File: src/rtl/qsfp_tx_pkg.sv
// Shared definitions for the QSFP TX frame arbiter: FSM state encoding and
// the grant-index width helper.
package qsfp_tx_pkg;

  typedef enum logic [1:0] {
    ST_IDLE  = 2'd0,
    ST_PASS  = 2'd1,
    ST_DRAIN = 2'd2
  } state_e;

  function automatic int idx_width(input int n);
    return (n > 1) ? $clog2(n) : 1;
  endfunction

endpackage

File: src/rtl/axis_rr_picker.sv
// Combinational round-robin picker: returns the first requesting port found
// searching upward from last_i+1, wrapping modulo N_PORTS.
module axis_rr_picker
  import qsfp_tx_pkg::*;
#(
  parameter int N_PORTS = 4,
  parameter int IDX_W   = idx_width(N_PORTS)
) (
  input  logic [N_PORTS-1:0] req_i,
  input  logic [IDX_W-1:0]   last_i,
  output logic               any_o,
  output logic [IDX_W-1:0]   idx_o
);

  localparam int SW = IDX_W + 1;

  logic [2*N_PORTS-1:0] req2;
  logic [N_PORTS-1:0]   rot;
  logic [SW-1:0]        off;
  logic [SW-1:0]        sum;

  // Doubling the request vector turns the wrap-around search into a plain shift.
  assign req2  = {req_i, req_i};
  assign rot   = N_PORTS'(req2 >> (SW'(last_i) + SW'(1)));
  assign any_o = |req_i;

  always_comb begin
    off = '0;
    for (int j = N_PORTS - 1; j >= 0; j--) begin
      if (rot[j]) off = SW'(j);
    end
    sum = SW'(last_i) + SW'(1) + off;
    if (sum >= SW'(N_PORTS)) sum = sum - SW'(N_PORTS);
    idx_o = sum[IDX_W-1:0];
  end

endmodule

File: src/rtl/qsfp_tx_frame_arbiter.sv
// Frame-granular round-robin arbiter onto the single QSFP TX AXI-stream port.
// Grants hold until tlast; runaway frames are cut with tlast+tuser and drained.
module qsfp_tx_frame_arbiter
  import qsfp_tx_pkg::*;
#(
  parameter int N_PORTS         = 4,
  parameter int DATA_WIDTH      = 64,
  parameter int KEEP_WIDTH      = DATA_WIDTH / 8,
  parameter int MAX_FRAME_BEATS = 1024,
  parameter int CNT_WIDTH       = 16
) (
  input  logic                            clk,
  input  logic                            rst,
  input  logic                            link_up,
  input  logic [N_PORTS-1:0]              s_axis_tvalid,
  input  logic [N_PORTS*DATA_WIDTH-1:0]   s_axis_tdata,
  input  logic [N_PORTS*KEEP_WIDTH-1:0]   s_axis_tkeep,
  input  logic [N_PORTS-1:0]              s_axis_tlast,
  input  logic [N_PORTS-1:0]              s_axis_tuser,
  output logic [N_PORTS-1:0]              s_axis_tready,
  output logic                            m_axis_tvalid,
  output logic [DATA_WIDTH-1:0]           m_axis_tdata,
  output logic [KEEP_WIDTH-1:0]           m_axis_tkeep,
  output logic                            m_axis_tlast,
  output logic                            m_axis_tuser,
  input  logic                            m_axis_tready,
  output logic                            grant_valid,
  output logic [idx_width(N_PORTS)-1:0]   grant_idx,
  output logic [CNT_WIDTH-1:0]            trunc_count
);

  localparam int IDX_W  = idx_width(N_PORTS);
  localparam int BEAT_W = $clog2(MAX_FRAME_BEATS) + 1;
  localparam logic [BEAT_W-1:0] LIMIT_BEAT = BEAT_W'(MAX_FRAME_BEATS - 1);

  state_e               state_q;
  logic [IDX_W-1:0]     grant_idx_q;
  logic [IDX_W-1:0]     last_grant_q;
  logic [BEAT_W-1:0]    beat_cnt_q;
  logic [CNT_WIDTH-1:0] trunc_count_q;
  logic [CNT_WIDTH-1:0] trunc_count_d;

  logic [DATA_WIDTH-1:0] data_arr [N_PORTS];
  logic [KEEP_WIDTH-1:0] keep_arr [N_PORTS];

  generate
    for (genvar gi = 0; gi < N_PORTS; gi++) begin : g_unpack
      assign data_arr[gi] = s_axis_tdata[gi*DATA_WIDTH +: DATA_WIDTH];
      assign keep_arr[gi] = s_axis_tkeep[gi*KEEP_WIDTH +: KEEP_WIDTH];
    end
  endgenerate

  logic             pick_any;
  logic [IDX_W-1:0] pick_idx;

  axis_rr_picker #(
    .N_PORTS (N_PORTS),
    .IDX_W   (IDX_W)
  ) u_picker (
    .req_i  (s_axis_tvalid),
    .last_i (last_grant_q),
    .any_o  (pick_any),
    .idx_o  (pick_idx)
  );

  logic in_pass, in_drain, sel_valid, sel_last, sel_user, at_limit, pass_hs;

  assign in_pass   = (state_q == ST_PASS);
  assign in_drain  = (state_q == ST_DRAIN);
  assign sel_valid = s_axis_tvalid[grant_idx_q];
  assign sel_last  = s_axis_tlast[grant_idx_q];
  assign sel_user  = s_axis_tuser[grant_idx_q];
  assign at_limit  = (beat_cnt_q == LIMIT_BEAT);
  assign pass_hs   = in_pass & sel_valid & m_axis_tready;

  // Zero-latency passthrough; a genuine tlast on the limit beat keeps its own tuser.
  assign m_axis_tvalid = in_pass & sel_valid;
  assign m_axis_tdata  = data_arr[grant_idx_q];
  assign m_axis_tkeep  = keep_arr[grant_idx_q];
  assign m_axis_tlast  = sel_last | at_limit;
  assign m_axis_tuser  = sel_user | (at_limit & ~sel_last);

  always_comb begin
    s_axis_tready = '0;
    if (in_pass)       s_axis_tready[grant_idx_q] = m_axis_tready;
    else if (in_drain) s_axis_tready[grant_idx_q] = 1'b1;
  end

  assign trunc_count_d = (&trunc_count_q) ? trunc_count_q : trunc_count_q + CNT_WIDTH'(1);
  assign grant_valid   = in_pass | in_drain;
  assign grant_idx     = grant_idx_q;
  assign trunc_count   = trunc_count_q;

  always_ff @(posedge clk or posedge rst) begin
    if (rst) begin
      state_q       <= ST_IDLE;
      grant_idx_q   <= '0;
      last_grant_q  <= IDX_W'(N_PORTS - 1);
      beat_cnt_q    <= '0;
      trunc_count_q <= '0;
    end else begin
      unique case (state_q)
        ST_IDLE: begin
          if (link_up && pick_any) begin
            grant_idx_q <= pick_idx;
            beat_cnt_q  <= '0;
            state_q     <= ST_PASS;
          end
        end
        ST_PASS: begin
          if (pass_hs) begin
            beat_cnt_q <= beat_cnt_q + BEAT_W'(1);
            if (sel_last) begin
              last_grant_q <= grant_idx_q;
              state_q      <= ST_IDLE;
            end else if (at_limit) begin
              trunc_count_q <= trunc_count_d;
              state_q       <= ST_DRAIN;
            end
          end
        end
        ST_DRAIN: begin
          if (sel_valid && sel_last) begin
            last_grant_q <= grant_idx_q;
            state_q      <= ST_IDLE;
          end
        end
        default: state_q <= ST_IDLE;
      endcase
    end
  end

endmodule

File: config.mk
export PLATFORM = sky130hd
export DESIGN_NAME = qsfp_tx_frame_arbiter
export DESIGN_NICKNAME = d
export VERILOG_FILES = /design/src/rtl/qsfp_tx_pkg.sv /design/src/rtl/axis_rr_picker.sv /design/src/rtl/qsfp_tx_frame_arbiter.sv
export SDC_FILE = /design/constraint.sdc
export NUM_CORES = 1
export LEC_CHECK = 0
export CORE_AREA = 8 8 151 153
export CTS_CLUSTER_SIZE = 20
export DETAILED_ROUTE_END_ITERATION = 7
export DIE_AREA = 0 0 159 161
export GPL_TIMING_DRIVEN = 0
export PLACE_DENSITY = 0.64
export SETUP_SLACK_MARGIN = 0.5
export SLEW_MARGIN = 10
export SYNTH_ARGS = -nofsm -noshare
export SYNTH_HDL_FRONTEND = slang
export SYNTH_SLANG_ARGS = --single-unit
File: constraint.sdc
create_clock -name clk -period 4.6 [get_ports clk]
set_input_delay 0.69 -clock clk [delete_from_list [all_inputs] [get_ports clk]]
set_output_delay 0.69 -clock clk [all_outputs]
set_load 0.01 [all_outputs]
# ---- After elaboration in Yosys (flattened, before gate mapping)
# Index checks and enable logic that the tools add are counted.
dict set report word_totals {
  output_inout_bits 98
  elab_cells 80
  register_bits 33
}
dict set report classes {
  addsub 5
  n_reduce_logical 13
  magnitude_cmp 4
  mux 34
  n_shift 1
  bitwise_logic 10
  n_eq_ne 8
}
# cell n
set ops {}
lappend ops {{64-bit binary-select mux with 2-bit select} 1}
lappend ops {{64-bit two-way mux} 2}
lappend ops {{2-bit two-way mux} 13}
lappend ops {{11-bit two-way mux} 2}
lappend ops {{11-bit one-hot mux with 2 select lines} 1}
lappend ops {{16-bit by 1-bit adder with 16-bit output, second input constant} 1}
lappend ops {{8-bit binary-select mux with 2-bit select} 1}
lappend ops {{8-bit two-way mux} 2}
lappend ops {{16-bit AND reduction} 1}
lappend ops {{11-bit by 1-bit adder with 11-bit output, second input constant} 1}
lappend ops {{11-bit by 10-bit == test with 1-bit output, second input constant} 1}
lappend ops {{4-bit two-way mux} 2}
lappend ops {{4-bit AND reduction} 2}
lappend ops {{8-bit by 3-bit >> shifter with 4-bit output} 1}
lappend ops {{1-bit binary-select mux with 2-bit select} 3}
lappend ops {{3-bit greater-or-equal comparator, second input constant} 2}
lappend ops {{2-bit by 1-bit != test with 1-bit output, second input constant} 3}
lappend ops {{2-bit one-hot mux with 3 select lines} 1}
lappend ops {{5-bit AND reduction} 1}
lappend ops {{4-bit AND} 1}
lappend ops {{1-bit two-way mux} 4}
lappend ops {{2-bit one-hot mux with 2 select lines} 1}
lappend ops {{2-bit nonzero test} 2}
lappend ops {{4-bit OR reduction} 1}
lappend ops {{other kinds (18)} 25}

# ---- Logic depth before layout (Yosys ltp)
# Gate-level depths: netlist of the first run.
dict set report logic_depth {
  word_depth 9
  depth_mapped 8
}

# ---- Hierarchy
# Synthesis of the first run repeated with hierarchy kept, for this count alone.
dict set report unflattened {
  cells_unflattened 300
  hier_area_um2 3732.3
}
# mod area_per_inst_um2 seq_area_each_um2 cells_per_inst n_inst
set by_module_without_submodules {}
lappend by_module_without_submodules {qsfp_tx_frame_arbiter 3557.2 828.3 274 1}
lappend by_module_without_submodules {axis_rr_picker 175.2 0.0 26 1}

# ---- Worst setup path after synthesis of the first run
# No wires, ideal clock.
dict set report synth_timing {
  kind {register to output}
  start {register grant_idx_q[0], in the netlist grant_idx[0]}
  end {output port m_axis_tdata[56]}
  path_slack_ps 2135
  required_ps 3910
  n_path_buf 3
  arrival_time_ps 1775
  stages_incl_launch_ff 5
  cell_sequence {dfrtp_1 -> buf_2 -> buf_2 -> buf_2 -> mux4_2}
}
dict set report synth_between {
  elab_chain_len 4
}
# item line
set synth_rtl {}
lappend synth_rtl {{start, declared} qsfp_tx_frame_arbiter.sv:37} ;# logic [IDX_W-1:0] grant_idx_q;
lappend synth_rtl {{start signal, assigned} qsfp_tx_frame_arbiter.sv:105} ;# grant_idx_q <= pick_idx;
lappend synth_rtl {{2-bit inverter with 3-bit output (implied by the code)} qsfp_tx_frame_arbiter.sv:78} ;# assign m_axis_tdata = data_arr[grant_idx_q];
lappend synth_rtl {{64-bit binary-select mux with 2-bit select} qsfp_tx_frame_arbiter.sv:78}
lappend synth_rtl {{64-bit two-way mux (implied by the code) (2 in a row)} qsfp_tx_frame_arbiter.sv:78}
lappend synth_rtl {{end, declared} qsfp_tx_frame_arbiter.sv:22} ;# output logic [DATA_WIDTH-1:0] m_axis_tdata,
# Every way passes these cells. The select of a mux whose other input is x is not followed.

# ---- Final worst setup path of the first run
dict set report layout_timing {
  start {register grant_idx_q[1], in the netlist grant_idx[1]}
  end {output port m_axis_tkeep[4]}
}
dict set report layout_between {
  elab_chain_len 4
}
# item line
set layout_rtl {}
lappend layout_rtl {{2-bit inverter with 3-bit output (implied by the code)} qsfp_tx_frame_arbiter.sv:79} ;# assign m_axis_tkeep = keep_arr[grant_idx_q];
lappend layout_rtl {{8-bit binary-select mux with 2-bit select} qsfp_tx_frame_arbiter.sv:79}
lappend layout_rtl {{8-bit two-way mux (implied by the code) (2 in a row)} qsfp_tx_frame_arbiter.sv:79}
lappend layout_rtl {{end, declared} qsfp_tx_frame_arbiter.sv:23} ;# output logic [KEEP_WIDTH-1:0] m_axis_tkeep,
# Every way passes these cells. The select of a mux whose other input is x is not followed.

==> results by group, run 1 <==
Floorplan
  • Number of core rows: 53
  • Die height: 161 µm
  • Core Area: 0.0206 mm²
  • Die area: 0.0256 mm²
  • Initial Util: 18.3%
  • Die width: approximately 160 µm
  • Num ports: 402

Power
  • Peak supply drop: 243 µV
  • PD cells: just over 400 mW/mm²
  • LEAKAGE: 2.99 nW
  • Design Power: 3.33 mW

Global route
  • Total gr overflow: 0
  • Initial antenna violation count: 13
  • First-pass GRT wire length: roughly 34 mm
  • Largest net degree at the start of global routing: 34
  • GRT Resource Usage Total: ~17%
  • Vias in the first global route: approximately 4800

Synth
  • Seq cells post-synth: 33
  • Post-synthesis sequential area ratio: 22.0%
  • Mapped Cells: 296
  • Post-synth net total: roughly 600
  • Distinct cell type count after synthesis: between 40 and 50
  • Synth Cell Area: 0.00376 mm²
  • Post-synth EDFFs: 0
  • Yosys warning count: 0
  • Post-synth ARST share: 100%
  • Avg Cell Area, Syn: 12.7 µm²
  • Synth Flop Type: dfrtp_1

Clock network
  • CTS resizes: 0
  • H-tree Lvls: 2
  • Setup bufs post-CTS: 0
  • # hold bufs at CTS: 0
  • Total CTS buffers: 5
  • CTS clock-pin slew for the worst setup and hold paths: 0.05 ns
  • Clk sink count: 33
  • CTS max path bufs: 2
  • Skew-Pair Late Insertion Delay: 0.27 ns
  • CTS root buf: clkbuf_16
  • CTS tree: built

STA
  • Worst slew pin tran: 1.06 ns
  • Min cycle time layout: between 3 and 4 ns
  • RSZ-0062 raised after global routing: false
  • Final period util: between 70 and 80%
  • Max Clk Rate: approximately 270 MHz
  • Final count of negative-setup-slack endpoints: 0
  • Worst Hold Slack: ~0.48 ns
  • Max-slew headroom: between 20% and 30%
  • Final hold viol count: 0
  • Worst Clk Skew: 0.00479 ns
  • Setup TNS: 0 ns
  • Fin. max-slew vios: 0

Detailed routing
  • Drt total wl: approximately 24 mm
  • Drt pass-1 iters: 4
  • Drt drc: 0
  • DR vias/cell: 4.61
  • Routed vias: 4526
  • DR WL/cell: 24.2 µm
  • Number of routed nets with antenna violations: 0
  • Initial detailed-routing violation count: 281

Finish
  • Post-Layout Inst Area: 0.00827 mm²
  • Fillers: 2038
  • Commonest non-fill, non-tap cell in the layout: clkdlybuf4s50_1
  • Layout cells sized above 1: 14.8%
  • Synthesis-to-layout area growth: 120%
  • Layout Utilization: between 40% and 50%
  • Most frequent cells in the layout: 400 x clkdlybuf4s50_1, 75 x mux4_2, 31 x dfrtp_1
  • Net count, final: 1013

Min path
  • Worst hold path type: reg2reg

Job
  • # Max-Cap Violations: 0

Setup path
  • Crit path cell chain: clkbuf_2 -> clkbuf_1 -> buf_1 -> mux4_2 -> clkdlybuf4s50_1
  • Worst Path Max Fanout: 10
  • Setup crit end kind: output port
  • Crit path arrival time: 2.97 ns
  • Crit-path slowest cell: buf_1
  • Buffers and inverters on the worst path: 4
  • Largest stage delay, worst path: 0.53 ns
  • Top delay family on crit path: buffers and inverters
  • CP Class: reg2out
  • CP Launch Type: flip-flop
  • CP Data Required Time: 3.91 ns
  • Register-to-Register Setup Slack: 2.30 ns

Placed design
  • GPL Wtd Cong: around 0.90
  • Port bufs: 400
  • HPWL reported at the end of detailed placement: 21.2 mm
  • Placement-stage cell area: approximately 0.0081 mm²

Outcome
  • Status: finished, final reports clean
## metrics by stage
step	setup WS [ns]	cells
5_1_grt	0.715	982
2_1_floorplan	2.14	296
4_1_cts	0.538	979
3_5_place_dp	0.840	971
6_report	0.939	982
3_3_place_gp	0.857	971
## cells by family after synthesis
logic type / count (synthesis) / synth area share, %
AO/OA/AOI/OAI: 36 / 7.55
XOR/XNOR: 21 / 4.89
adder cells (fa/ha/maj): 7 / 2.26
buffers and inverters: 36 / 4.12
flip-flops: 33 / 22.0
multiplexers: 83 / 47.2
AND/OR/NAND/NOR: 80 / 12.0
## layer usage
layer  GRT usage [%]  up-vias  wire (µm)
li1                -     2040          -
met1            19.9     2182       9020
met2            29.5      262      11800
met3            8.78       24       2720
met4            2.83       18         99
met5               0        -        115
## final timing paths
path	cells after the start	from	to
max	5	grant_idx[1]$_DFFE_PP0P_	m_axis_tkeep[4]
min	1	trunc_count[6]$_DFFE_PP0P_	trunc_count[6]$_DFFE_PP0P_
max reg2reg	6	grant_idx[0]$_DFFE_PP0P_	state_q[0]$_DFFE_PP0P_
min reg2reg	1	trunc_count[6]$_DFFE_PP0P_	trunc_count[6]$_DFFE_PP0P_
max in group asynchronous	2	rst	grant_idx[1]$_DFFE_PP0P_
min in group asynchronous	2	rst	trunc_count[10]$_DFFE_PP0P_
## report_power, final
group          switching, mW  internal [mW]
registers             0.0270          0.328
logic                   1.12           1.52
clock network          0.115          0.216
## cells in the mapped netlist (4+ instances only)
cell type | n | share of area, %
and3_1 | 10 | 1.7
clkbuf_1 | 13 | 1.3
dfrtp_1 | 31 | 21
ha_1 | 6 | 2.0
o211ai_1 | 4 | 0.80
inv_1 | 10 | 1.0
a31oi_1 | 5 | 0.83
nand2_1 | 15 | 1.5
nand3_1 | 8 | 1.1
mux4_2 | 75 | 45
o2111ai_1 | 6 | 1.4
buf_1 | 7 | 0.70
xnor2_1 | 21 | 4.9
buf_2 | 4 | 0.53
and2_1 | 5 | 0.83
o21ai_0 | 7 | 0.93
nor3_1 | 4 | 0.53
nor2_1 | 16 | 1.6
## registers in the layout, indices dropped and copies added (netlist names)
signal / cells
grant_idx: 2
trunc_count: 16
beat_cnt_q: 11
state_q: 2
last_grant_q: 2
## worst reg2reg max path, stage by stage, from the launching register on
cell	delay [ns]
dfrtp_1	0.37
buf_2	0.31
mux4_2	0.62
a21boi_2	0.44
a21oi_1	0.17
a31oi_1	0.20
a31oi_1	0.05
## area by class of cell
type	count	area (µm²)	share of cell area (%)
Tap cell	275	344	4.16
Timing Repair Buffer	400	4000	48.4
Inverter	10	37.5	0.454
Sequential cell	33	828	10.0
Antenna cell	3	7.51	0.0908
Clock buffer	8	146	1.77
Multi-Input combinational cell	227	2780	33.6
Buffer	26	119	1.44
Note: power is estimated with default switching activity, not from simulation.
==> inputs of run 2 (changes only) <==
Settings changed: CORE_AREA 8 8 151 153 to 8 8 149 151, DIE_AREA 0 0 159 161 to 0 0 157 159, PLACE_DENSITY 0.64 to 0.67.
Clock period 4.6 ns to 3.3 ns, I/O delays scaled along.
==> run 2 against run 1 <==
  * Power is 42% higher
  * Sequential power is 41% higher
  * Wire length is 13% higher
  * Register-to-register slack worse by 1.3 ns
  * Die area is 2.5% lower
  * Clock-buffer cell count is 2 lower
  * Cell count is 0.20% lower
  * Global-route usage is 3.2 points higher
  * Clock skew is 0.00061 ns lower
==> results by group, run 2 (same netlist as run 1, synthesis figures left out) <==
STA
  • Final hold viol count: 0 (unchanged)
  • Worst Hold Slack: 0.494 ns (+0.0116 ns)
  • Min cycle time layout: 2.76 ns
  • Worst Slack Setup Final: 0.543 ns (-0.397 ns)
  • Final count of negative-setup-slack endpoints: 0 (unchanged)
  • Setup TNS: 0 ns (unchanged)
  • Final period util: between 80% and 90%
  • RSZ-0062 raised after global routing: true
  • Max-slew headroom: 48.1% (+19 points)
  • Worst Clk Skew: 0.00418 ns (-0.000608 ns)
  • Fin. max-slew vios: 0 (unchanged)
  • Worst slew pin tran: 0.757 ns (-0.305 ns)
  • Max Clk Rate: 363 MHz

Floorplan
  • Core Area: 0.0198 mm² (-3.5%)
  • Die area: 0.0250 mm² (-2.5%)
  • Die width: 157 µm (-1.3%)
  • Number of core rows: 52 (-1.9%)
  • Die height: 159 µm (-1.2%)
  • Num ports: 402 (unchanged)
  • Initial Util: 19.0% (+0.66 points)

Detailed routing
  • Routed vias: 4671 (+3.2%)
  • Drt pass-1 iters: 4 (unchanged)
  • Drt drc: 0 (unchanged)
  • Initial detailed-routing violation count: 201 (-28%)
  • DR vias/cell: 4.77 (+3.4%)
  • DR WL/cell: 27.4 µm (+13%)
  • Number of routed nets with antenna violations: 0 (unchanged)
  • Drt total wl: 26.9 mm (+13%)

Clock network
  • CTS root buf: clkbuf_16
  • Clk sink count: 33 (unchanged)
  • CTS tree: built
  • H-tree Lvls: 2 (unchanged)
  • # hold bufs at CTS: 0 (unchanged)
  • Total CTS buffers: 5 (unchanged)
  • CTS clock-pin slew for the worst setup and hold paths: 0.05 ns (about the same)
  • CTS max path bufs: 2 (unchanged)
  • Skew-Pair Late Insertion Delay: 0.28 ns (about the same)

Setup path
  • Setup crit end kind: output port
  • Worst r2r src: beat_cnt_q[0]$_DFFE_PP0P_
  • Worst Path Max Fanout: 10 (unchanged)
  • CP Class: reg2out
  • CP Data Required Time: 2.80 ns (-1.11 ns)
  • CP Launch Type: flip-flop
  • Reg2reg end: trunc_count[9]$_DFFE_PP0P_
  • Crit path arrival time: 2.26 ns (-0.71 ns)
  • R2R depth: 8 (+2)
  • Register-to-Register Setup Slack: 1.03 ns (-1.27 ns)

Job
  • # Max-Cap Violations: 0 (unchanged)

Power
  • LEAKAGE: 3.10 nW (+3.7%)
  • Peak supply drop: 283 µV (+16%)
  • Seq pwr share: 10.6% (about the same)
  • NetSw: 1.80 mW (+43%)
  • Cell-internal power: 2.91 mW (+41%)
  • PD cells: 565 mW/mm² (+40%)
  • Clock share of power: 9.4% (-0.5 points)
  • Switching Fraction: 38.2% (+0.26 points)
  • Combinational Power Share: 80.0% (+0.6 points)

Finish
  • Fillers: 1940 (-4.8%)
  • Max reg flops: 16 (unchanged)
  • Most frequent cells in the layout: 389 x clkdlybuf4s50_1, 75 x mux4_2, 30 x dfrtp_1
  • Synthesis-to-layout area growth: 122%
  • Commonest non-fill, non-tap cell in the layout: clkdlybuf4s50_1
  • Net count, final: 1014 (+0.099%)
  • Layout cells sized above 1: 17.3% (+2.5 points)

Min path
  • Worst Hold End: trunc_count[9]$_DFFE_PP0P_
  • Worst hold path type: reg2reg
  • Hold Startpoint: trunc_count[9]$_DFFE_PP0P_
  • Hold path depth: 1 (unchanged)

Global route
  • Initial antenna violation count: 25 (+12)
  • First-pass GRT wire length: 37.0 mm (+9.3%)
  • Vias in the first global route: 5007 (+4.0%)
  • Total gr overflow: 0 (unchanged)
  • GRT Resource Usage Total: 20.7% (+3.2 points)
  • Largest net degree at the start of global routing: 34 (unchanged)

Placed design
  • Port bufs: 400 (unchanged)
  • Place WS: -0.224 ns (-1.06 ns)
  • GPL Wtd Cong: 0.960 (+6.6%)
  • HPWL reported at the end of detailed placement: 24.0 mm (+13%)

Outcome
  • Status: finished, final reports clean
## run 2: changes by cell type in the layout (fill, tap and decap cells not counted), moves of 2 or more
cell             previous run  this run
dlygate4sd2_1               0         7
clkdlybuf4s50_1           400       389
diode_2                     3         5
dlymetal6s2s_1              0         4
clkinv_2                    0         2
buf_8                       0         3
clkbuf_1                   14         5
buf_2                       4         2
buf_1                       7         0
buf_4                       0         9
clkbuf_2                    1         7
## run 2: repair_timing
item,4_1_cts,5_1_grt
resized for setup,53,6
setup endpoints to repair,79,13
buffers inserted,0,1
## run 2: power groups by stage
stage | combinational, mW | clock, mW | sequential (mW)
floorplan | 1.88 | 0 | 0.494
global placement | 3.74 | 0 | 0.502
detailed placement | 3.76 | 0 | 0.505
CTS | 3.82 | 0.457 | 0.503
global route | 4.00 | 0.473 | 0.508
finish | 3.77 | 0.443 | 0.502
## run 2: per-layer routing
layer / part of all wire (%) / up-vias / wire (µm) / GRT usage, %
met5: 0.86 / - / 230 / 0
met4: 2.1 / 36 / 578 / 4.02
met3: 15 / 70 / 3950 / 12.9
met2: 48 / 284 / 13000 / 35.7
met1: 34 / 2238 / 9110 / 20.8
li1: - / 2043 / - / -
## run 2: worst max-delay path by stage
stage,start,to,cells past startpoint
2_1_floorplan,grant_idx[0]$_DFFE_PP0P_,m_axis_tdata[56],4
3_3_place_gp,grant_idx[1]$_DFFE_PP0P_,m_axis_tkeep[4],5
3_5_place_dp,grant_idx[1]$_DFFE_PP0P_,m_axis_tkeep[4],5
4_1_cts,grant_idx[1]$_DFFE_PP0P_,m_axis_tkeep[4],5
5_1_grt,grant_idx[0]$_DFFE_PP0P_,m_axis_tkeep[5],4
6_report,grant_idx[0]$_DFFE_PP0P_,m_axis_tkeep[4],4
## run 2: stage by stage
| step | total power [mW] | utilization, % | area, µm² | std cells |
|---|---|---|---|---|
| final | 4.71 | 42.0 | 8340 | 980 |
| after detailed placement | 4.26 | 40.8 | 8110 | 966 |
| after floorplan | 2.37 | - | 3760 | 296 |
| after global routing | 4.98 | 42.0 | 8330 | 977 |
| after global placement | 4.24 | 40.8 | 8110 | 966 |
| after CTS | 4.78 | 41.9 | 8310 | 974 |
## run 2: final cells by class
cell class	instances	area, µm²	share of cell area (%)
Antenna cell	5	12.5	0.150
Buffer	26	188	2.25
Clock buffer	6	129	1.55
Clock inverter	2	10.0	0.120
Inverter	10	37.5	0.450
Multi-Input combinational cell	227	2780	33.3
Sequential cell	33	830	9.95
Tap cell	270	338	4.05
Timing Repair Buffer	401	4010	48.1
## run 2: critical path, cell delays in order, from the launching register on
cell and delay, ns:
dfrtp_2 0.40, buf_8 0.17, buf_2 0.30, mux4_2 0.59, clkdlybuf4s50_1 0.51
==> inputs of run 3 (changes only) <==
Clock period 3.3 ns to 2.35 ns, I/O delays scaled along.
==> run 3 against run 2 <==
  * The flow now finishes with violations (setup timing)
  * Clock skew grew 0.0025 ns
  * Sequential power rose by 43%
  * Register-to-register slack lost 1.0 ns
  * Utilization is 7.0 points higher
  * Non-clock buffer count increased by 73
  * Critical endpoint is now trunc_count[14]$_DFFE_PP0P_
  * Largest cell class unchanged
  * Highest routed layer unchanged
==> results by group, run 3 (same netlist as run 1, synthesis figures left out) <==
Clock network
  • CTS tree: built
  • H-tree Lvls: 2 (unchanged)
  • CTS clock-pin slew for the worst setup and hold paths: 0.06 ns (about the same)
  • Skew-Pair Late Insertion Delay: 0.27 ns (about the same)
  • CTS root buf: clkbuf_16
  • Clk sink count: 33 (unchanged)
  • CTS max path bufs: 2 (unchanged)
  • Total CTS buffers: 5 (unchanged)

Placed design
  • HPWL reported at the end of detailed placement: 23.4 mm (-2.6%)
  • GPL Wtd Cong: 0.903 (-5.9%)
  • Port bufs: 400 (unchanged)
  • Cells after DPL: 966 (unchanged)
  • Placement-stage cell area: 0.00815 mm² (+0.52%)

Detailed routing
  • Routed vias: 5060 (+8.3%)
  • DR WL/cell: 26.8 µm (-2.5%)
  • Number of routed nets with antenna violations: 0 (unchanged)
  • Drt total wl: 28.2 mm (+5.0%)
  • DR vias/cell: 4.80 (+0.63%)
  • Drt drc: 0 (unchanged)
  • Drt pass-1 iters: 4 (unchanged)
  • Initial detailed-routing violation count: 361 (+80%)

Global route
  • Largest net degree at the start of global routing: 34 (unchanged)
  • GR Layer Usage met1: 23.6% (+2.8 points)
  • Total gr overflow: 0 (unchanged)
  • Grt met2 use: 35.8% (+0.099 points)
  • Gr busiest metal: met2
  • Initial antenna violation count: 23 (-8.0%)
  • GRT Resource Usage Total: 21.2% (+0.53 points)
  • Vias in the first global route: 5366 (+7.2%)
  • M3 GR Usage: 10.5% (-2.5 points)
  • First-pass GRT wire length: 38.4 mm (+3.8%)

STA
  • Final count of negative-setup-slack endpoints: 1 (+1)
  • Final period util: 100%
  • Min cycle time layout: 2.36 ns
  • Max Clk Rate: 423 MHz
  • Max-slew headroom: 52.2% (+4.1 points)
  • Worst slew pin tran: 0.716 ns (-0.0409 ns)
  • RSZ-0062 raised after global routing: true
  • Fin. max-slew vios: 0 (unchanged)
  • Worst Slack Setup Final: -0.0117 ns (-0.554 ns)
  • Final hold viol count: 0 (unchanged)
  • Worst Clk Skew: 0.00665 ns (+0.00247 ns)

Power
  • LEAKAGE: 3.85 nW (+24%)
  • Cell-internal power: 5.73 mW (+97%)
  • Clock share of power: 6.9% (-2.5 points)
  • Combinational Power Share: 85.1% (+5.1 points)
  • PD cells: 926 mW/mm² (+64%)
  • Peak supply drop: 596 µV (+110%)
  • NetSw: 3.28 mW (+82%)
  • Seq pwr share: 8.0% (-2.6 points)
  • Switching Fraction: 36.4% (-1.8 points)

Floorplan
  • Die width: 157 µm (unchanged)
  • Die height: 159 µm (unchanged)
  • Core Area: 0.0198 mm² (unchanged)
  • Initial Util: 19.0% (unchanged)
  • Num ports: 402 (unchanged)
  • Die area: 0.0250 mm² (unchanged)
  • Number of core rows: 52 (unchanged)

Min path
  • Hold Startpoint: trunc_count[6]$_DFFE_PP0P_
  • Worst hold path type: reg2reg
  • Worst Hold End: trunc_count[6]$_DFFE_PP0P_
  • Hold path depth: 1 (unchanged)

Outcome
  • Failing checks: setup timing
  • Status: finished with violations

Finish
  • Final cell count without fillers: 1055 (+7.7%)
  • Commonest non-fill, non-tap cell in the layout: clkdlybuf4s50_1
  • Net count, final: 1087 (+7.2%)
  • Area taken by multi-input logic gates: 0.00314 mm² (+13%)
  • Post-Layout Inst Area: 0.00973 mm² (+17%)
  • Most frequent cells in the layout: 314 x clkdlybuf4s50_1, 89 x buf_6, 75 x mux4_2
  • Layout cells sized above 1: 41.4% (+24 points)
  • Sequential Area: 831 µm² (+0.15%)
  • Max reg flops: 16 (unchanged)
  • Fillers: 1777 (-8.4%)
  • Synthesis-to-layout area growth: 159%

Setup path
  • Register-to-Register Setup Slack: -0.01 ns (-1.04 ns)
  • R2R depth: 9 (+1)
  • Crit-path slowest cell: mux4_2
  • Reg2reg end: trunc_count[14]$_DFFE_PP0P_
  • Worst r2r src: grant_idx[0]$_DFFE_PP0P_
  • Top delay family on crit path: multiplexers
  • CP Data Required Time: 2.50 ns (-0.30 ns)
  • Worst Path Max Fanout: 3 (-7)
  • CP Class: reg2reg
  • Crit path cell chain: buf_12 -> buf_16 -> buf_12 -> mux4_2 -> buf_6 -> nor3_4 -> buf_6 -> nand4_1 -> mux2_4
  • CP Launch Type: flip-flop
  • Buffers and inverters on the worst path: 5 (+2)
  • Largest stage delay, worst path: 0.51 ns (-0.08 ns)
  • Setup crit end kind: flip-flop
  • Crit path arrival time: 2.52 ns (+0.26 ns)

Job
  • # Max-Cap Violations: 0 (unchanged)
run 3: cell types whose count changed in the layout (fill, tap and decap cells not counted), sizes merged:
| cell | before | now |
|---|---|---|
| buf | 16 | 163 |
| clkdlybuf4s50 | 389 | 314 |
| clkbuf | 17 | 24 |
| dlygate4sd2 | 7 | 3 |
| diode | 5 | 7 |
| dlymetal6s2s | 4 | 2 |
| bufbuf | 0 | 1 |
| clkinv | 2 | 1 |
run 3: worst reg2reg max path: stages, from the launching register on:
cell and delay, ns:
dfrtp_2 0.42, buf_12 0.13, buf_16 0.12, buf_12 0.12, mux4_2 0.51, buf_6 0.17, nor3_4 0.17, buf_6 0.15
nand4_1 0.13, mux2_4 0.32
run 3: metal layers:
| layer | up-vias | wire length [µm] |
|---|---|---|
| met5 | - | 169 |
| met3 | 54 | 3780 |
| met4 | 26 | 498 |
| met1 | 2501 | 10000 |
| met2 | 273 | 13700 |
| li1 | 2206 | - |
run 3: how the worst max path moves through the flow:
stage                              start                           to  slack (ns)  cells after the start
2_1_floorplan  beat_cnt_q[0]$_DFFE_PP0P_  trunc_count[15]$_DFFE_PP0P_        0.32                      7
3_3_place_gp    grant_idx[1]$_DFFE_PP0P_              m_axis_tkeep[6]       -0.75                      5
3_5_place_dp    grant_idx[1]$_DFFE_PP0P_              m_axis_tkeep[5]       -0.70                      5
4_1_cts         grant_idx[0]$_DFFE_PP0P_             m_axis_tdata[36]        0.08                      5
5_1_grt         grant_idx[0]$_DFFE_PP0P_  trunc_count[14]$_DFFE_PP0P_       -0.06                     10
6_report        grant_idx[0]$_DFFE_PP0P_  trunc_count[14]$_DFFE_PP0P_       -0.01                      9
run 3: what timing repair did:
action | CTS | global route
gates cloned | 6 | 2
pin swaps | 21 | 16
endpoints found under the setup margin | 113 | 114
gates resized for setup | 420 | 170
setup buffers | 44 | 22
hold buffers | 0 | 0
run 3: per-stage QoR:
step | hold slack [ns] | util (%) | worst slack [ns] | total power [mW] | setup TNS, ns
global route | 0.507 | 49.0 | -0.0617 | 9.45 | -0.406
global placement | 0.480 | 41.1 | -0.750 | 5.99 | -44.89
floorplan | 0.471 | - | 0.322 | 3.37 | 0
detailed placement | 0.480 | 41.1 | -0.704 | 6.02 | -41.91
finish | 0.487 | 49.0 | -0.0117 | 9.01 | -0.0117
CTS | 0.492 | 45.4 | 0.0789 | 7.69 | 0
run 3: power by group through the flow:
| stage | clock, mW | sequential (mW) | combinational (mW) |
|---|---|---|---|
| finish | 0.621 | 0.716 | 7.67 |
| global route | 0.652 | 0.726 | 8.07 |
| CTS | 0.631 | 0.714 | 6.34 |
| detailed placement | 0 | 0.703 | 5.32 |
| global placement | 0 | 0.700 | 5.29 |
| floorplan | 0 | 0.695 | 2.68 |
run 3: layout make-up:
type	count	share of cell area, %
repair buffers	474	50.1
multi-input cells	227	32.2
flip-flops and latches	33	8.54
plain buffers	26	3.60
well taps	270	3.47
clock buffers	7	1.36
inverters	10	0.411
diodes	7	0.180
clock inverters	1	0.0514
